**config.mk**
```make
export PLATFORM = sky130hd
export DESIGN_NAME = mux_bus_arbiter
export DESIGN_NICKNAME = d
export VERILOG_FILES = /design/src/rtl/mux_arb_pkg.sv /design/src/rtl/mux_arb_counter.sv /design/src/rtl/mux_bus_arbiter.sv
export SDC_FILE = /design/constraint.sdc
export NUM_CORES = 1
export LEC_CHECK = 0
export BUFFER_PORTS_ARGS = -buffer_cell sky130_fd_sc_hd__clkbuf_2
export CAP_MARGIN = 20
export CORE_AREA = 5 5 67 69
export DETAILED_ROUTE_END_ITERATION = 16
export DIE_AREA = 0 0 72 74
export SYNTH_ARGS = -nofsm -noshare
export SYNTH_HDL_FRONTEND = slang
export SYNTH_SLANG_ARGS = --single-unit
```
**constraint.sdc**
```tcl
create_clock -name CLK -period 2.7 [get_ports CLK]
set_clock_uncertainty 0.15 [all_clocks]
set_input_delay 0.135 -clock CLK [delete_from_list [all_inputs] [get_ports CLK]]
set_output_delay 0.135 -clock CLK [all_outputs]
set_load 0.02 [all_outputs]
```
**src/rtl/mux_arb_pkg.sv**
```systemverilog
// Shared definitions for the mux_bus_arbiter slice: state encoding, counter widths
// and the two-requester round-robin decision used from IDLE and at the end of TURN.
package mux_arb_pkg;

  localparam logic [1:0] ST_IDLE = 2'd0;
  localparam logic [1:0] ST_OWN0 = 2'd1;
  localparam logic [1:0] ST_OWN1 = 2'd2;
  localparam logic [1:0] ST_TURN = 2'd3;

  localparam int CNT_W  = 8;
  localparam int TURN_W = 4;

  typedef enum logic [1:0] {
    IDLE = ST_IDLE,
    OWN0 = ST_OWN0,
    OWN1 = ST_OWN1,
    TURN = ST_TURN
  } state_t;

  // On a tie the source that did not own the bus last wins.
  function automatic state_t arbitrate(input logic r0, input logic r1, input logic last_owner);
    if (r0 && r1) return last_owner ? OWN0 : OWN1;
    if (r0)       return OWN0;
    if (r1)       return OWN1;
    return IDLE;
  endfunction

endpackage

```
**src/rtl/mux_arb_counter.sv**
```systemverilog
// Loadable, clearable saturating up-counter used for hold time, turnaround
// length and the optional grant statistics. Priority: clear, load, increment.
module mux_arb_counter #(
  parameter int W = 8
) (
  input  logic         clk,
  input  logic         rst_n,
  input  logic         clr,
  input  logic         ld,
  input  logic [W-1:0] ld_val,
  input  logic         inc,
  output logic [W-1:0] q
);

  // NOTE: state registers use non-blocking assignments so every flop samples
  // pre-edge values regardless of process evaluation order.
  always_ff @(posedge clk or negedge rst_n) begin
    if (!rst_n)               q <= '0;
    else if (clr)             q <= '0;
    else if (ld)              q <= ld_val;
    else if (inc && q != '1)  q <= q + 1'b1;
  end

endmodule

```
**src/rtl/mux_bus_arbiter.sv**
```systemverilog
// Two-requester arbiter sequencing a 74S258-style tri-state mux with a bus-off
// turnaround between owners. Define MUX_BUS_ARBITER_STATS_EN for GCNT0/GCNT1.
module mux_bus_arbiter
  import mux_arb_pkg::*;
#(
  parameter int MAX_HOLD    = 8,
  parameter int TURN_CYCLES = 1
) (
  input  logic             CLK,
  input  logic             RESET_N,
  input  logic             REQ0,
  input  logic             REQ1,
  output logic             SEL,
  output logic             ENB_N,
  output logic             GNT0,
  output logic             GNT1,
  output logic             BUSY
`ifdef MUX_BUS_ARBITER_STATS_EN
  ,
  output logic [CNT_W-1:0] GCNT0,
  output logic [CNT_W-1:0] GCNT1
`endif
);

  state_t              state, state_nxt;
  logic                last_owner;
  logic [CNT_W-1:0]    hold_cnt;
  logic [TURN_W-1:0]   turn_cnt;
  logic                hold_limit, turn_last;
  logic                own_nxt, own_entry, turn_entry;
  logic                sel_nxt;

  assign hold_limit = (hold_cnt == CNT_W'(MAX_HOLD - 1));
  assign turn_last  = (turn_cnt == TURN_W'(TURN_CYCLES - 1));
  assign own_nxt    = (state_nxt == OWN0) || (state_nxt == OWN1);
  assign own_entry  = own_nxt && (state_nxt != state);
  assign turn_entry = (state_nxt == TURN) && (state != TURN);

  // NOTE: every combinational output gets a default before the case so no
  // path leaves it unassigned, which would infer a latch.
  always_comb begin
    state_nxt = state;
    case (state)
      IDLE: state_nxt = arbitrate(REQ0, REQ1, last_owner);
      OWN0: if (!REQ0 || (REQ1 && hold_limit)) state_nxt = REQ1 ? TURN : IDLE;
      OWN1: if (!REQ1 || (REQ0 && hold_limit)) state_nxt = REQ0 ? TURN : IDLE;
      TURN: if (turn_last) state_nxt = arbitrate(REQ0, REQ1, last_owner);
      default: state_nxt = IDLE;
    endcase
  end

  // SEL only moves when a new owner is granted; IDLE and TURN keep it parked.
  always_comb begin
    sel_nxt = SEL;
    if (state_nxt == OWN0)      sel_nxt = 1'b0;
    else if (state_nxt == OWN1) sel_nxt = 1'b1;
  end

  always_ff @(posedge CLK or negedge RESET_N) begin
    if (!RESET_N) begin
      state      <= IDLE;
      last_owner <= 1'b1;
      SEL        <= 1'b0;
      ENB_N      <= 1'b1;
      GNT0       <= 1'b0;
      GNT1       <= 1'b0;
      BUSY       <= 1'b0;
    end else begin
      state <= state_nxt;
      if (state_nxt == OWN0)      last_owner <= 1'b0;
      else if (state_nxt == OWN1) last_owner <= 1'b1;
      SEL   <= sel_nxt;
      ENB_N <= !own_nxt;
      GNT0  <= (state_nxt == OWN0);
      GNT1  <= (state_nxt == OWN1);
      BUSY  <= (state_nxt != IDLE);
    end
  end

  mux_arb_counter #(.W(CNT_W)) u_hold (
    .clk    (CLK),
    .rst_n  (RESET_N),
    .clr    (own_entry),
    .ld     (1'b0),
    .ld_val ('0),
    .inc    ((state == OWN0) || (state == OWN1)),
    .q      (hold_cnt)
  );

  mux_arb_counter #(.W(TURN_W)) u_turn (
    .clk    (CLK),
    .rst_n  (RESET_N),
    .clr    (turn_entry),
    .ld     (1'b0),
    .ld_val ('0),
    .inc    (state == TURN),
    .q      (turn_cnt)
  );

`ifdef MUX_BUS_ARBITER_STATS_EN
  mux_arb_counter #(.W(CNT_W)) u_gcnt0 (
    .clk    (CLK),
    .rst_n  (RESET_N),
    .clr    (1'b0),
    .ld     (1'b0),
    .ld_val ('0),
    .inc    ((state_nxt == OWN0) && (state != OWN0)),
    .q      (GCNT0)
  );

  mux_arb_counter #(.W(CNT_W)) u_gcnt1 (
    .clk    (CLK),
    .rst_n  (RESET_N),
    .clr    (1'b0),
    .ld     (1'b0),
    .ld_val ('0),
    .inc    ((state_nxt == OWN1) && (state != OWN1)),
    .q      (GCNT1)
  );
`endif

endmodule

```
==> results.yml, run 1 <==
grt:
  antenna_found_initial: 0
  grt_pass1_wl_mm: 5.37
  grt-ovfl-total: 0
  grt_start_max_net_pins: 21
  grt_util_all_layers: 0.131
  grt_pass1_vias: 1185
timing:
  fmax_ghz: 0.368
  setup_violations: 3
  layout_setup_ws_ns: -0.0149
  slew_headroom: 0.663
  rsz0062_at_grt: "yes"
  maxSlewViolCount: 0
  post-route-min-period_ns: 2.71
  finalHoldViolations: 0
  tightestPinTransition_ns: 0.505
  setup_tns_ns: -0.0185
  timing.final.crit_share: 1.01
finish:
  fin_nets: 184
  fillers: 373
  multi_input_area_sq_um: 827
  layout_commonest_cell: "buf_4"
  antenna_cells: 0
  area_growth_pct: 34.2
  final_cell_mix: "buf_4 (24), dfrtp_1 (17), nand2_1 (11)"
  drive_above_1_share: 0.351
  ff_latch_area_sq_um: 504
worst_setup_path:
  crit_path_end_kind: "flop"
  cpMaxStageDelayCell: "or4_4"
  worst-path-max-fanout: 8
  reg2reg_depth: 11
  r2r_slack_ns: -0.01
  worst_path_dominant_cell_family: "simple AND/OR/NAND/NOR gates"
  critPathKind: "flop to flop"
  crit_path_start_kind: "flop"
  cp.required_ns: 2.67
  rr_startpoint: "u_turn.q[0]"
  cpPeakStageDelay_ns: 0.43
  crit_chain: "inv_1 > ha_2 > nor4bb_4 > or2_1 > a32oi_2 > o21ai_2 > ha_4 > nand2_2 > or4_4 > o31ai_4 > a311oi_1"
  arrival_ns: 2.69
  crit_buf_inv: 1
  cp-startpoint: "u_turn.q[0]"
  r2r_end: "u_hold.q[5]"
power_and_ir_drop:
  ir_drop_v: 0.000498
  clockPowerShare: 0.167
  pwr-share-comb: 0.583
  seqPwrFrac: 0.250
  powerDensity_nw_per_um2: 1040
  finalPower_w: 0.00181
  p_sw_frac: 0.412
  p_leak_nw: 0.715
  p_int_w: 0.00106
  switchingPower_w: 0.000744
cts:
  root_buffer: "clkbuf_8"
  clk_pin_slew_worst_paths_ns: 0.07
  cts_max_path_buffers: 2
  htree_levels: 1
  cts_buffers: 3
  cts_sinks: 20
  clock_latency_ns: 0.26
  cts_tree: "built"
placed_design:
  numPortBuffers: 8
  gp_congestion: 0.849
  hpwl_mm: 2.29
yosys:
  synthDistinctLibCells: 39
  ys_ff_latch: 20
  yosysWarnings: 0
  synthArstFlopShare: 1.00
  ys_seq_area_frac: 0.390
  netlist_instances: 134
  synth_ff_type: "dfrtp_1"
  synth_area_sq_um: 1290
  syn_nets: 149
  synth_edf_count: 0
  syn_area_per_cell_sq_um: 9.64
detailed_routing:
  postRouteAntennaNets: 0
  detail_route.drc_violations: 0
  wl_per_cell_microns: 15.0
  vias: 1179
  routed_wl_mm: 3.27
  drtIter0Drc: 42
  routed_via_density: 5.41
  dr.pass1.iters: 4
floorplan:
  start_util: 0.335
  die_y_microns: 74
  core_sq_um: 3860
  die_x_microns: 72
  die_area_sq_um: 5330
  rows: 23
  io-pin-count: 9
run_status:
  outcome: "finished, violations left"
  violations: "negative setup slack"
flow_run:
  drv_cap: 0
worst_hold_path:
  hold_path_class: "primary input to async pin"
[metal layers]
layer	routed length, microns	vias to the layer above	GRT usage
li1	-	559	-
met5	0	-	0
met4	70	0	0.0543
met1	1230	587	0.140
met2	1870	25	0.249
met3	109	8	0.0284
[what timing repair did]
item	CTS	global route
resized for setup	3	14
setup buffers	1	4
endpoints found under the setup margin	8	8
hold buffers	1	0
pin swaps	1	9
endpoints found under the hold margin	18	0
[cells by family after synthesis]
logic type / Yosys count / synth area share
AOI/OAI and AO/OA: 39 / 0.235
adders and majority gates: 11 / 0.107
DFF: 20 / 0.390
muxes: 1 / 0.00775
xor gates and xnor gates: 7 / 0.0475
and+or+nand+nor: 43 / 0.174
buffers and inverters: 13 / 0.0397
[power groups by stage]
stage / logic (W) / registers, W / clock network [W]
2_1_floorplan: 0.000491 / 0.000498 / 0
3_3_place_gp: 0.000864 / 0.000445 / 0
3_5_place_dp: 0.000898 / 0.000450 / 0
4_1_cts: 0.000939 / 0.000444 / 0.000310
5_1_grt: 0.00115 / 0.000459 / 0.000324
6_report: 0.00105 / 0.000452 / 0.000302
[sequential cells by signal, summed over array words and instances (netlist names)]
signal	flops
BUSY	1
ENB_N	1
GNT0	1
GNT1	1
SEL	1
last_owner	1
state	2
u_hold.q	8
u_turn.q	4
[cell usage after synthesis, types with 2 or more instances]
cell      number  area (sq um)
o21ai_0        8          40.0
dfrtp_1       18           450
nand3_1        6          30.0
nand2_1       12          45.0
o31ai_1        2          15.0
a21oi_1        6          30.0
nor3b_1        2          15.0
inv_1         10          37.5
dfstp_2        2          52.6
a311oi_1       8          70.1
nand2b_1       2          12.5
xor2_1         2          17.5
nor3_1         3          15.0
nor2_1         9          33.8
xnor2_1        5          43.8
buf_2          2          10.0
ha_1          11           138
o211ai_2       2          25.0
o211ai_1       4          30.0
[metrics by stage]
| stage | util | instances | cell area [sq um] | hold slack (ns) | setup WS (ns) |
|---|---|---|---|---|---|
| 3_5_place_dp | 0.395 | 208 | 1520 | -0.0278 | -0.0475 |
| 6_report | 0.449 | 218 | 1730 | 0.224 | -0.0149 |
| 4_1_cts | 0.421 | 214 | 1630 | 0.219 | 0.00737 |
| 3_3_place_gp | 0.395 | 208 | 1520 | -0.0329 | 0.0291 |
| 5_1_grt | 0.449 | 218 | 1730 | 0.271 | -0.106 |
| 2_1_floorplan | - | 134 | 1290 | -0.311 | 0.00112 |
[area by class of cell]
| class | count | share of cell area |
|---|---|---|
| well taps | 50 | 0.0361 |
| multi-input cells | 101 | 0.477 |
| clock buffers | 3 | 0.0238 |
| repair buffers | 33 | 0.133 |
| flip-flops and latches | 20 | 0.291 |
| clock inverters | 1 | 0.0173 |
| inverters | 10 | 0.0217 |
[how the worst max path moves through the flow]
stage	endpoint	slack, ns	cells past startpoint
after global placement	u_hold.q[5]	0.03	11
after detailed placement	u_hold.q[2]	-0.05	11
after floorplan	u_hold.q[0]	0.001	10
after global routing	u_hold.q[0]	-0.11	11
final	u_hold.q[5]	-0.01	11
after CTS	u_hold.q[2]	0.007	10
(Power assumes the default switching activity.)
==> inputs of run 2 (changes only) <==
--- a/config.mk
+++ b/config.mk
@@ -5,6 +5,7 @@
 export SDC_FILE = /design/constraint.sdc
 export NUM_CORES = 1
 export LEC_CHECK = 0
+export ABC_AREA = 1
 export BUFFER_PORTS_ARGS = -buffer_cell sky130_fd_sc_hd__clkbuf_2
 export CAP_MARGIN = 20
 export CORE_AREA = 5 5 67 69
==> results.yml, run 2 <==
worst_setup_path:
  cp-startpoint: "u_turn.q[0]"
  crit_path_end_kind: "flop"
  arrival_ns: 2.29
  critPathKind: "flop to flop"
  r2r_slack_ns: 0.45
  r2r_end: "last_owner"
  rr_startpoint: "u_turn.q[0]"
  crit_path_end: "last_owner"
  reg2reg_depth: 14
  cp.required_ns: 2.75
  cpPeakStageDelay_ns: 0.38
  crit_chain: "inv_1 > ha_1 > nand2_2 > nand2_1 > nand3_1 > nand2_1 > clkinv_1 > nand3_1 > nand2_1 > inv_1 > ha_1 > inv_1 > or2_2 > nand2_1"
  crit_path_start_kind: "flop"
  cpMostUsedCell: "nand2_1"
  worst-path-max-fanout: 4
  cpMaxStageDelayCell: "dfrtp_1"
finish:
  drive_above_1_share: 0.228
  largest_reg_flops: 8
  top_regs: "u_hold.q x8, u_turn.q x4, state x2"
  fin_cells: 217
  antenna_cells: 0
  area_growth_pct: 12.0
  layout_commonest_cell: "nand2_1"
  final_cell_mix: "nand2_1 (39), inv_1 (19), dfrtp_1 (18)"
  fin_nets: 183
  top_register: "u_hold.q"
  fillers: 422
flow_run:
  drv_cap: 0
cts:
  cts_hold_buf: 1
  htree_levels: 1
  cts_setup_buffers: 0
  cts_buffers: 3
  cts_resized: 0
  clk_pin_slew_worst_paths_ns: 0.08
  root_buffer: "clkbuf_8"
  cts_sinks: 20
  cts_max_path_buffers: 2
  cts_tree: "built"
  clock_latency_ns: 0.25
grt:
  grt_pass1_wl_mm: 4.02
  grt-ovfl-total: 0
  grt_util_all_layers: 0.0948
  grt_pass1_vias: 955
  antenna_found_initial: 0
  grt_start_max_net_pins: 21
detailed_routing:
  routed_via_density: 4.51
  wl_per_cell_microns: 10.2
  postRouteAntennaNets: 0
  routed_wl_mm: 2.22
  dr.pass1.iters: 4
  vias: 978
  detail_route.drc_violations: 0
  drtIter0Drc: 28
yosys:
  synth_top_cell_by_area: "dfrtp_1"
  syn_area_per_cell_sq_um: 8.30
  synthArstFlopShare: 1.00
  netlist_instances: 154
  ys_seq_area_frac: 0.393
  synth_ff_type: "dfrtp_1"
  ys_ff_latch: 20
  synth_area_sq_um: 1280
  synth_edf_count: 0
  synthTopCellsByCount: "nand2_1 (39), inv_1 (19), dfrtp_1 (18)"
  synth.most_common_cell: "nand2_1"
  yosysWarnings: 0
  synthDistinctLibCells: 26
  synth_top_area_frac: 0.352
  syn_nets: 169
  yosys-top-cells-area: "dfrtp_1 (35%), nand2_1 (11%), ha_1 (11%)"
run_status:
  outcome: "complete, no violations"
timing:
  post-route-min-period_ns: 2.25
  setup_tns_ns: 0
  slew_headroom: 0.656
  timing.final.crit_share: 0.832
  setup_violations: 0
  fmax_ghz: 0.445
  maxSlewViolCount: 0
  layout_setup_ws_ns: 0.452
  worst_hold_slack_ns: 0.184
  finalHoldViolations: 0
  rsz0062_at_grt: "no"
  tightestPinTransition_ns: 0.516
placed_design:
  gp_congestion: 0.816
  hpwl_mm: 1.76
  place_ws_ns: 0.455
  placedCellCount: 212
  numPortBuffers: 8
floorplan:
  core_sq_um: 3860
  die_x_microns: 72
  start_util: 0.332
  rows: 23
  io-pin-count: 9
  die_y_microns: 74
  die_area_sq_um: 5330
power_and_ir_drop:
  powerDensity_nw_per_um2: 1180
  p_leak_nw: 0.724
  finalPower_w: 0.00170
  ir_drop_v: 0.00117
worst_hold_path:
  hold_path_class: "primary input to flop"
[run 2: logic make-up after synthesis]
| logic type | Yosys count | synth area share |
|---|---|---|
| xor gates and xnor gates | 7 | 0.0479 |
| AOI/OAI and AO/OA | 15 | 0.0881 |
| adders and majority gates | 11 | 0.108 |
| buffers and inverters | 23 | 0.0734 |
| and+or+nand+nor | 78 | 0.290 |
| DFF | 20 | 0.393 |
[run 2: area by class of cell]
type,instances,area [sq um],share of cell area
clock buffer,4,45.0,0.0314
multi-input combinational,111,682,0.476
sequential,20,503,0.351
timing repair buffer,10,57.6,0.0402
inverter,22,82.6,0.0576
tap,50,62.6,0.0437
[run 2: worst max-delay path, delay by kind of cell, from the launching register on]
family / cells / cell delay (ns)
simple gates: 8 / 0.85
fa+ha+maj: 2 / 0.53
flops: 1 / 0.38
buf+inv: 4 / 0.28
[run 2: how the worst min path moves through the flow]
stage               startpoint           to  cells after the start  slack (ns)
floorplan              RESET_N         BUSY                      0       -0.31
global placement       RESET_N  u_turn.q[0]                      1       -0.02
detailed placement     RESET_N         BUSY                      1       -0.02
CTS                       REQ0     state[0]                      3        0.18
global route              REQ0     state[0]                      3        0.22
finish                    REQ0     state[0]                      3        0.18
[run 2: through the flow]
stage	area (sq um)	utilization
finish	1430	0.372
global placement	1380	0.357
floorplan	1280	-
global route	1430	0.372
CTS	1430	0.372
detailed placement	1380	0.357
[run 2: layer usage]
layer | up-vias | GRT usage | wire length [microns]
met3 | 2 | 0.0122 | 51
met1 | 449 | 0.123 | 1150
met5 | - | 0 | 0
met4 | 0 | 0.0438 | 34
li1 | 513 | - | -
met2 | 14 | 0.158 | 984
[run 2: power breakdown]
group | leakage (nW) | internal [W] | total [W] | switching [W]
Clock | 0.0228 | 0.000105 | 0.000198 | 0.0000935
Sequential | 0.257 | 0.000419 | 0.000493 | 0.0000736
Combinational | 0.445 | 0.000342 | 0.00101 | 0.000663
